$ cat config.mk
export PLATFORM = sky130hd
export DESIGN_NAME = vector_frame_mux
export DESIGN_NICKNAME = d
export VERILOG_FILES = /design/src/rtl/vector_frame_mux.sv
export SDC_FILE = /design/constraint.sdc
export NUM_CORES = 1
export LEC_CHECK = 0
export ABC_AREA = 1
export CORE_AREA = 2 2 87 89
export DETAILED_ROUTE_END_ITERATION = 7
export DIE_AREA = 0 0 89 91
export PLACE_DENSITY = 0.79
export SLEW_MARGIN = 20
export SYNTH_ARGS = -nofsm -noshare
export SYNTH_HDL_FRONTEND = slang
export SYNTH_HIERARCHICAL = 1
export SYNTH_SLANG_ARGS = --single-unit
$ cat constraint.sdc
create_clock -name clk -period 1.49 [get_ports clk]
set_input_delay 0.298 -clock clk [delete_from_list [all_inputs] [get_ports clk]]
set_output_delay 0.298 -clock clk [all_outputs]
set_load 0.05 [all_outputs]
$ cat src/rtl/vector_frame_mux.sv
// N-source frame multiplexer for the vector display: priority source selection that only changes
// at frame boundaries once the request has persisted. Optional stats outputs: FRAME_MUX_STATS_EN.

module vector_frame_mux_lane #(
    parameter int AW = 16,
    parameter int DW = 18
) (
    input  logic          sel,
    input  logic [AW-1:0] disp_addr,
    output logic [AW-1:0] src_addr,
    input  logic [DW-1:0] src_data,
    output logic [DW-1:0] data_gated
);
    // Unselected lanes see address 0 and contribute nothing to the AND-OR read mux.
    assign src_addr   = sel ? disp_addr : '0;
    assign data_gated = sel ? src_data  : '0;
endmodule

module vector_frame_mux #(
    parameter int                   NSRC          = 4,
    parameter int                   ADDRESSWIDTH  = 16,
    parameter int                   DATAWIDTH     = 18,
    parameter int                   DEFAULT_SRC   = 0,
    parameter int                   STABLE_FRAMES = 2,
    parameter logic [DATAWIDTH-1:0] END_WORD      = '0
) (
    input  logic                         clk,
    input  logic                         rst_n,
    input  logic [NSRC-1:0]              sel_req,
    input  logic [NSRC-1:0]              src_ready,
    input  logic                         frame_done,
    input  logic [ADDRESSWIDTH-1:0]      disp_addr,
    output logic [DATAWIDTH-1:0]         disp_data,
    output logic                         go,
    output logic [NSRC*ADDRESSWIDTH-1:0] src_addr,
    input  logic [NSRC*DATAWIDTH-1:0]    src_data,
    output logic [$clog2(NSRC)-1:0]      active_src,
    output logic                         switch_pulse
`ifdef FRAME_MUX_STATS_EN
    ,
    output logic [15:0]                  frame_cnt,
    output logic [7:0]                   switch_cnt
`endif
);
    localparam int SW = $clog2(NSRC);
    localparam int CW = $clog2(STABLE_FRAMES + 1);

    typedef enum logic [1:0] {S_WAIT, S_RUN, S_EVAL} state_t;

    state_t                            state, state_nx;
    logic   [SW-1:0]                   cand, prev_cand, prev_nx, active_nx;
    logic   [CW-1:0]                   cnt, cnt_nx, cnt_try;
    logic                              pulse_nx;
    logic   [NSRC-1:0][DATAWIDTH-1:0]  lane_data;
    logic   [DATAWIDTH-1:0]            sel_data;

    for (genvar i = 0; i < NSRC; i++) begin : g_lane
        vector_frame_mux_lane #(.AW(ADDRESSWIDTH), .DW(DATAWIDTH)) u_lane (
            .sel        (active_src == SW'(i)),
            .disp_addr  (disp_addr),
            .src_addr   (src_addr[i*ADDRESSWIDTH +: ADDRESSWIDTH]),
            .src_data   (src_data[i*DATAWIDTH +: DATAWIDTH]),
            .data_gated (lane_data[i])
        );
    end

    always_comb begin
        sel_data = '0;
        for (int i = 0; i < NSRC; i++) sel_data |= lane_data[i];
    end

    // Ascending scan: the last set bit wins, so the highest index has priority.
    always_comb begin
        cand = SW'(DEFAULT_SRC);
        for (int i = 0; i < NSRC; i++)
            if (sel_req[i]) cand = SW'(i);
    end

    always_comb begin
        state_nx  = state;
        active_nx = active_src;
        cnt_nx    = cnt;
        prev_nx   = prev_cand;
        pulse_nx  = 1'b0;
        cnt_try   = '0;
        case (state)
            S_WAIT: if (src_ready[active_src]) state_nx = S_RUN;
            S_RUN:  if (frame_done) state_nx = S_EVAL;
            S_EVAL: begin
                state_nx = S_WAIT;
                prev_nx  = cand;
                if (cand == active_src) begin
                    cnt_nx = '0;
                end else begin
                    if (cand == prev_cand)
                        cnt_try = (cnt == CW'(STABLE_FRAMES)) ? cnt : cnt + 1'b1;
                    else
                        cnt_try = CW'(1);
                    if (cnt_try >= CW'(STABLE_FRAMES)) begin
                        active_nx = cand;
                        cnt_nx    = '0;
                        pulse_nx  = 1'b1;
                    end else begin
                        cnt_nx = cnt_try;
                    end
                end
            end
            default: state_nx = S_WAIT;
        endcase
    end

    always_ff @(posedge clk or negedge rst_n) begin
        if (!rst_n) begin
            state        <= S_WAIT;
            active_src   <= SW'(DEFAULT_SRC);
            prev_cand    <= SW'(DEFAULT_SRC);
            cnt          <= '0;
            switch_pulse <= 1'b0;
            go           <= 1'b0;
            disp_data    <= END_WORD;
        end else begin
            state        <= state_nx;
            active_src   <= active_nx;
            prev_cand    <= prev_nx;
            cnt          <= cnt_nx;
            switch_pulse <= pulse_nx;
            go           <= (state_nx == S_RUN);
            disp_data    <= (state == S_RUN) ? sel_data : END_WORD;
        end
    end

`ifdef FRAME_MUX_STATS_EN
    always_ff @(posedge clk or negedge rst_n) begin
        if (!rst_n) begin
            frame_cnt  <= '0;
            switch_cnt <= '0;
        end else begin
            if (state == S_EVAL) frame_cnt <= frame_cnt + 16'd1;
            if (pulse_nx && switch_cnt != 8'hFF) switch_cnt <= switch_cnt + 8'd1;
        end
    end
`endif
endmodule

======== Word-level counts from Yosys, hierarchy flattened ========
Cells that the tools add are included.
word-level totals
  register bits ........................... 28
  latch bits .............................. 0
  memory bits (writable) .................. 0
  bits in read-only memories .............. 0
  bits of input ports ..................... 99
  output and inout bits ................... 86
  memories kept ........................... 0
cells by class
  $add $sub $neg .......................... 1
  $mul .................................... 0
  divide/modulo/power cells ............... 0
  $lt $le $gt $ge ......................... 2
  equality and inequality tests ........... 9
  shifts and indexed selects .............. 0
  mux-type cells .......................... 26
  bitwise logic cells ..................... 4
  reductions and logical operators ........ 3
operators with widths
  operator                                                                       count
  18-bit 2-to-1 mux                                                              5
  16-bit 2-to-1 mux                                                              4
  18-bit bitwise OR                                                              3
  2-bit 2-to-1 mux                                                               10
  2-bit == test (second input constant)                                          4
  2-bit by 1-bit == test with 1-bit output (second input constant)               3
  1-bit 2-to-1 mux                                                               5
  2-bit == test                                                                  2
  2-bit zero test                                                                2
  2-bit case mux with 2 select lines                                             1
  2-bit by 3-bit less-than comparator with 1-bit output (second input constant)  1
  3-bit AND reduction                                                            1
  2-bit by 1-bit adder with 2-bit output (second input constant)                 1
  1-bit binary-select mux with 2-bit select                                      1
  2-bit greater-or-equal comparator (second input constant)                      1
  1-bit NOT                                                                      1

======== Logic depth before layout (Yosys ltp) ========
Gate-level depths: netlist (run 1).
  depth in word-level cells ............... 11
  mapped depth ............................ 9
  depth with buffers taken out ............ 9

======== Cells and area by module ========
The synthesis (run 1) kept the hierarchy.
by module, submodules not included
  module                 instances  cells each  area an instance (um^2)
  vector_frame_mux       1          125         1197.4
  vector_frame_mux_lane  4          72          296.5

======== Least setup slack after synthesis (run 1) ========
OpenSTA, ideal clock, no wires.
  kind .................................... register -> output
  from .................................... register active_src[0]
  to ...................................... output src_addr[17]
  data arrival time ....................... 1555 ps
  required time ........................... 1192 ps
  path slack .............................. -363 ps
  stages on the path, launching flop included .. 7
  path buffers ............................ 2
  path through ............................ dfrtp_1 -> inv_1 -> nor2_1 -> buf_4 -> buf_6 -> nand2_1 -> inv_1
between the ends
  word-level cells in the longest chain between the ends .. 2
ends and longest elaborated chain
  what                                      RTL line  source
  from (decl)                               37        output logic [$clog2(NSRC)-1:0] active_src,
  from (signal assigned)                    115       active_src <= SW'(DEFAULT_SRC);
  from (signal assigned)                    123       active_src <= active_nx;
  2-bit by 1-bit == test with 1-bit output  59        .sel (active_src == SW'(i)),
  16-bit 2-to-1 mux                         15        assign src_addr = sel ? disp_addr : '0;
  to (decl)                                 35        output logic [NSRC*ADDRESSWIDTH-1:0] src_addr,
Every way passes these cells.

======== Worst setup path after layout (run 1) ========
  from .................................... register active_src[1]
  to ...................................... output src_addr[22]
Same word-level chain as after synthesis.

==> metrics.md, run 1 <==
| Metric | Value |
|---|---|
| Synth Register Bits | `28` |
| Slowest stage delay, CP | `450 ps` |
| CP startpoint kind | `flop` |
| Met2 WL post-DR | `7390 um` |
| P_int | `0.00649 W` |
| Hold Crit Class | `in -> async` |
| Final clock skew | `8.59 ps` |
| WL/cell | `18.9 um` |
| Post-DRT Antenna Nets | `0` |
| # rows | `31` |
| Fin crit period | `1930 ps` |
| Max Freq | `517 MHz` |
| Crit-path cells | `buf_6, nor2_4, buf_12, buf_4, nand2_2, clkinvlp_4, buf_12` |
| CTS Sinks | `28` |
| Design Area, Final | `6490 sq um` |
| Synth Instances | `413` |
| RSZ-0062 raised after global routing | `yes` |
| Antenna violations before repair | `0` |
| Vias in the first global route | `3,657` |
| Die height | `91 um` |
| Synth unique cells | `22` |
| Port buffer count | `183` |
| Gpl congestion | `0.801` |
| Warnings from Yosys | `6` |
| CP endpoint kind | `primary output` |
| Total Power | `0.0132 W` |
| WL met1 | `4580 um` |
| Final #Nets | `731` |
| GRT Util Overall | `28.9%` |
| Tcrit/Tclk final | `130%` |
| WP buf/inv | `5` |
| Global-route wire length before repair | `18,200 um` |
| Top Family by Delay on Critical Path | `buffers and inverters` |
| Clock Latency Late Sink | `280 ps` |
| Final wirelength | `13,800 um` |
| Worst Tran Pin Value | `424 ps` |
| Antenna cell count | `0` |
| Hold_buf cts | `0` |
| Clock Pin Slew Worst Setup and Hold Paths | `100 ps` |
| Commonest non-fill, non-tap cell in the layout | `clkdlybuf4s50_1` |
| Fin util | `90.9%` |
| Comb power frac | `84.7%` |
| Share of cells above drive strength 1 | `49.2%` |
| Detail Placement HPWL | `7860 um` |
| CP dominant cell by count | `buf_12` |
| Sw Ratio | `50.9%` |
| Slew HR | `71.7%` |
| I/O pin cnt | `185` |
| Clock power share | `4.6%` |
| Drc violations | `0` |
| CP Max Fanout | `10` |
| Die area | `8100 sq um` |
| Total CTS buffers | `3` |
| Pre-CTS setup slack | `-164 ps` |
| CP arrival | `1640 ps` |
| Cell Area, Placed | `5830 sq um` |
| Post-Syn Area | `2380 sq um` |
| Max Cap Violations | `0` |
| Synth Net Count | `513` |
| Sw Pwr | `0.00674 W` |
| Failing checks | `setup timing` |
| Routed length on met3 | `1040 um` |
| PD cells | `2040 nW/um^2` |
| Overflow left after global routing | `0` |
| Endpoints failing hold | `0` |
| Via density | `4.79` |
| Starting Density | `33.4%` |
| CTS Root Cell | `clkbuf_8` |
| Largest net degree at the start of global routing | `29` |
| Avg Inst Size Synth | `5.77 sq um` |
| Total core area | `7140 sq um` |
| Peak supply drop | `0.00121 V` |
| Seq/Total Area, Yosys | `29.4%` |
| P_leak | `3.20 nW` |
| Type of the worst setup path | `reg -> out` |
| DR iter-0 viols | `195` |
| Slew Viols, Final | `0` |
| CTS H-tree depth | `1` |
| Outcome | `finished with violations` |
| Top Metal Used | `met4` |
| Width of the die | `89 um` |
| Slowest library cell on the worst path | `dfrtp_2` |
| Final setup fails | `84` |
| Setup ws final | `-444 ps` |
| Sequential group share of total power | `10.7%` |
| Most frequent cells in the layout | `97 x clkdlybuf4s50_1, 96 x buf_12, 88 x nand2_1, 73 x inv_1, 64 x clkinvlp_4` |
| Drt first pass iters | `4` |
| Worst Path Required | `1190 ps` |
| Layout area overhead | `172%` |
| DR vias | `3,494` |
| CTS tree | `done` |
| Max Buffers Root-to-Sink | `2` |
| Worst hold margin | `390 ps` |
==> path summary, 6_finish.rpt <==
| check | depth (start not counted) | start | slack [ps] | to |
|---|---|---|---|---|
| worst max-delay path | 7 | active_src[1] | -440 | src_addr[22] |
| worst min-delay path | 2 | rst_n | 390 | prev_cand[0] |
| worst max register to register | 10 | active_src[1] | -210 | active_src[1] |
| worst min register to register | 1 | state[1] | 470 | state[1] |
| max in group asynchronous | 2 | rst_n | 810 | active_src[1] |
| min in group clk | 1 | state[1] | 470 | state[1] |
==> what timing repair did <==
action                                  CTS  global route
setup buffers                            16             6
pin swaps                                 7             8
resized for setup                        42            43
endpoints found under the setup margin   80            86
gates cloned                              2             1
==> power by group through the flow <==
stage | clock network (W) | registers, W | logic [W]
final | 0.000609 | 0.00141 | 0.0112
after floorplan | 0 | 0.00220 | 0.00439
after CTS | 0.000606 | 0.00137 | 0.0104
after global placement | 0 | 0.00136 | 0.00923
after global routing | 0.000640 | 0.00142 | 0.0116
after detailed placement | 0 | 0.00138 | 0.00942
==> worst register-to-register path, delay by kind of cell (launching register included) <==
| kind | cells | cell delay [ps] |
|---|---|---|
| buffers and inverters | 4 | 460 |
| DFF | 1 | 410 |
| and+or+nand+nor | 5 | 450 |
| AOI/OAI and AO/OA | 1 | 240 |
==> final cells by class <==
cell class | count | area, sq um
tap | 99 | 124
timing repair buffer | 230 | 3280
sequential | 28 | 703
multi-input combinational | 222 | 1510
clock inverter | 1 | 30.0
inverter | 146 | 801
clock buffer | 3 | 41.3
fill | 290 | 648
==> layer usage <==
layer,GRT usage (%),vias to the layer above
li1,-,1569
met4,11.4,0
met2,57.3,236
met3,5.64,59
met1,27.9,1630
met5,0,-
==> Yosys cell counts, drive strengths merged <==
cell type | instances | area, sq um
nand3b | 1 | 7.51
nand3 | 4 | 37.5
nand2 | 163 | 634
a21oi | 1 | 5.00
nor2 | 26 | 108
nor4 | 18 | 113
dfrtp | 28 | 701
buf | 17 | 170
inv | 146 | 548
a41oi | 2 | 17.5
o21ai | 6 | 30.0
ha | 1 | 12.5
==> through the flow <==
stage / TNS (ps) / cells
6_report: -25830 / 729
5_1_grt: -28380 / 729
4_1_cts: -18250 / 727
3_5_place_dp: -5080 / 706
3_3_place_gp: -3510 / 706
2_1_floorplan: -3320 / 413
==> kinds of logic (layout without fill, tap and decap cells) <==
group,after synthesis,count (layout),synth area share [%]
fa+ha+maj,1,1,0.525
simple gates,212,212,37.7
compound gates,9,9,2.20
buf+inv,163,380,30.1
flops,28,28,29.4
==> registers in the layout (all words and copies together) (netlist names) <==
signal,count
prev_cand,2
state,2
cnt,2
switch_pulse,1
active_src,2
disp_data,18
go,1
Note: power is estimated with default switching activity, not from simulation.
==> inputs of run 2 (changes only) <==
--- a/config.mk
+++ b/config.mk
@@ -9,7 +9,7 @@
 export CORE_AREA = 2 2 87 89
 export DETAILED_ROUTE_END_ITERATION = 7
 export DIE_AREA = 0 0 89 91
-export PLACE_DENSITY = 0.79
+export PLACE_DENSITY = 0.8
 export SLEW_MARGIN = 20
 export SYNTH_ARGS = -nofsm -noshare
 export SYNTH_HDL_FRONTEND = slang
==> run 2 against run 1 <==
Compared with the run above:
- the run still ends with setup timing left
- via count grew 1.9%
- critical path depth is the same
- core utilization grew 0.14 points
- sequential share of layout area is essentially flat
- first-iteration DRC count shrank 12%
- count of clock-buffer cells in the layout is the same
- global-route usage shrank 1.2 points
- critical path type unchanged
==> metrics.md, run 2 (synthesized netlist as in run 1, its figures left out) <==
| Metric | Value |
|---|---|
| # rows | `31 (unchanged)` |
| Largest net degree at the start of global routing | `29 (unchanged)` |
| PD cells | `2070 nW/um^2 (+1.6%)` |
| RSZ-0062 raised after global routing | `yes` |
| Sw Pwr | `0.00676 W (+0.25%)` |
| Max Buffers Root-to-Sink | `2 (unchanged)` |
| DR iter-0 viols | `171 (-12%)` |
| DR vias | `3,562 (+1.9%)` |
| Slew Viols, Final | `0 (unchanged)` |
| Die area | `8100 sq um (unchanged)` |
| Total core area | `7140 sq um (unchanged)` |
| CP endpoint kind | `primary output` |
| Worst-case reg-to-reg path depth | `13 (+3)` |
| Width of the die | `89 um (unchanged)` |
| Global-route wire length before repair | `17,400 um (-4.5%)` |
| Final wirelength | `13,600 um (-1.3%)` |
| Via density | `4.89 (+2.1%)` |
| Worst Tran Pin Value | `388 ps (-35.1 ps)` |
| Total CTS buffers | `3 (unchanged)` |
| Clock Pin Slew Worst Setup and Hold Paths | `110 ps (about the same)` |
| Max FFs per register | `18 (unchanged)` |
| Gpl congestion | `0.820 (+2.4%)` |
| Failing checks | `setup timing` |
| Comb power frac | `84.7% (about the same)` |
| Share of cells above drive strength 1 | `49.8% (+0.56 points)` |
| CTS H-tree depth | `1 (unchanged)` |
| Final setup fails | `89 (+6.0%)` |
| Sequential group share of total power | `10.8% (about the same)` |
| Drt first pass iters | `5 (+1)` |
| Port buffer count | `183 (unchanged)` |
| Commonest non-fill, non-tap cell in the layout | `clkdlybuf4s50_1` |
| Hold Crit Class | `in -> async` |
| CP arrival | `1590 ps (-50 ps)` |
| WL/cell | `18.7 um (-1.2%)` |
| GRT Util Overall | `27.8% (-1.2 points)` |
| CTS Root Cell | `clkbuf_8` |
| Antenna violations before repair | `0 (unchanged)` |
| Most frequent cells in the layout | `97 x clkdlybuf4s50_1, 95 x buf_12, 87 x nand2_1, 71 x inv_1, 64 x clkinvlp_4` |
| Layout area overhead | `173%` |
| Outcome | `finished with violations` |
| Final #Nets | `730 (-0.14%)` |
| Worst Path Required | `1190 ps (about the same)` |
| Detail Placement HPWL | `8220 um (+4.6%)` |
| Die height | `91 um (unchanged)` |
| Fin crit period | `1890 ps (-43.5 ps)` |
| Fin Setup TNS | `-25,070 ps (+755 ps)` |
| Vias in the first global route | `3,646 (-0.30%)` |
| Antenna cell count | `0 (unchanged)` |
| Type of the worst setup path | `reg -> out` |
| CP Max Fanout | `6 (-4)` |
| CTS tree | `done` |
| Filler cells | `268 (-7.6%)` |
| Endpoints failing hold | `0 (unchanged)` |
| Clock Latency Late Sink | `280 ps (about the same)` |
| Sw Ratio | `50.2% (-0.76 points)` |
| Final clock skew | `10.7 ps (+2.08 ps)` |
| Multi-input logic area | `1510 sq um (-0.41%)` |
| CTS Sinks | `28 (unchanged)` |
| Clock power share | `4.5% (about the same)` |
| Fin util | `91.1% (+0.14 points)` |
| Overflow left after global routing | `0 (unchanged)` |
| Starting Density | `33.4% (unchanged)` |
| Slew HR | `74.0% (+2.3 points)` |
| Top reg by flops | `disp_data` |
| Max Cap Violations | `0 (unchanged)` |
| Tcrit/Tclk final | `127% (-2.9 points)` |
| Setup ws final | `-400 ps (+43.5 ps)` |
| Peak supply drop | `0.00108 V (-10%)` |
| Register area | `703 sq um (unchanged)` |
| P_leak | `3.18 nW (-0.43%)` |
| P_int | `0.00671 W (+3.4%)` |
| Post-DRT Antenna Nets | `0 (unchanged)` |
| Max Freq | `529 MHz (+2.3%)` |
| Drc violations | `0 (unchanged)` |
| I/O pin cnt | `185 (unchanged)` |
| CP startpoint kind | `flop` |
## run 2: final timing paths
path                            endpoint  slack [ps]           from
setup / recovery            src_addr[47]        -400  active_src[1]
setup reg to reg           active_src[1]        -360  active_src[1]
hold / removal              prev_cand[0]         400          rst_n
hold reg to reg                 state[1]         520       state[1]
max in group asynchronous  active_src[0]         810          rst_n
min in group clk                state[1]         520       state[1]
## run 2: routing by layer
metal | share of wire, % | GRT usage [%] | wire, um
met4 | 5.7 | 12.8 | 773
met1 | 31 | 24.7 | 4240
met5 | 0 | 0 | 0
met3 | 9.2 | 6.91 | 1250
met2 | 54 | 55.3 | 7360
## run 2: critical path, cell delays in order (launching register included)
cell	delay (ps)
dfrtp_2	500
inv_2	120
nor2_4	50
buf_12	140
clkbuf_16	160
nand2_2	80
clkinvlp_4	100
buf_12	150
## run 2: stage by stage
step | hold WS [ps] | setup slack, ps | instances | power (W) | cell area (sq um)
global placement | 432 | -81.9 | 698 | 0.0106 | 5790
detailed placement | 433 | -105 | 698 | 0.0108 | 5790
global route | 443 | -431 | 728 | 0.0139 | 6500
floorplan | 2.41 | -66.1 | 413 | 0.00659 | 2940
finish | 402 | -400 | 728 | 0.0135 | 6500
CTS | 404 | -310 | 717 | 0.0122 | 6170
## run 2: area by class of cell
type	count	share of cell area [%]
repair buffers	229	50.8
clock inverters	1	0.462
inverters	146	12.2
well taps	99	1.91
multi-input cells	222	23.2
clock buffers	3	0.635
flip-flops and latches	28	10.8
## run 2: power groups by stage
stage	combinational [W]	clock (W)	sequential [W]
floorplan	0.00439	0	0.00220
global placement	0.00916	0	0.00141
detailed placement	0.00939	0	0.00143
CTS	0.0102	0.000601	0.00141
global route	0.0118	0.000647	0.00147
finish	0.0114	0.000612	0.00145
## run 2: repair_timing
action                     4_1_cts  5_1_grt
hold buffers                     0        0
pin swaps                        2        3
setup buffers                   12        8
cloned                           3        3
gates resized for setup         30       41
hold endpoints to repair         0        0
setup endpoints to repair       66       87
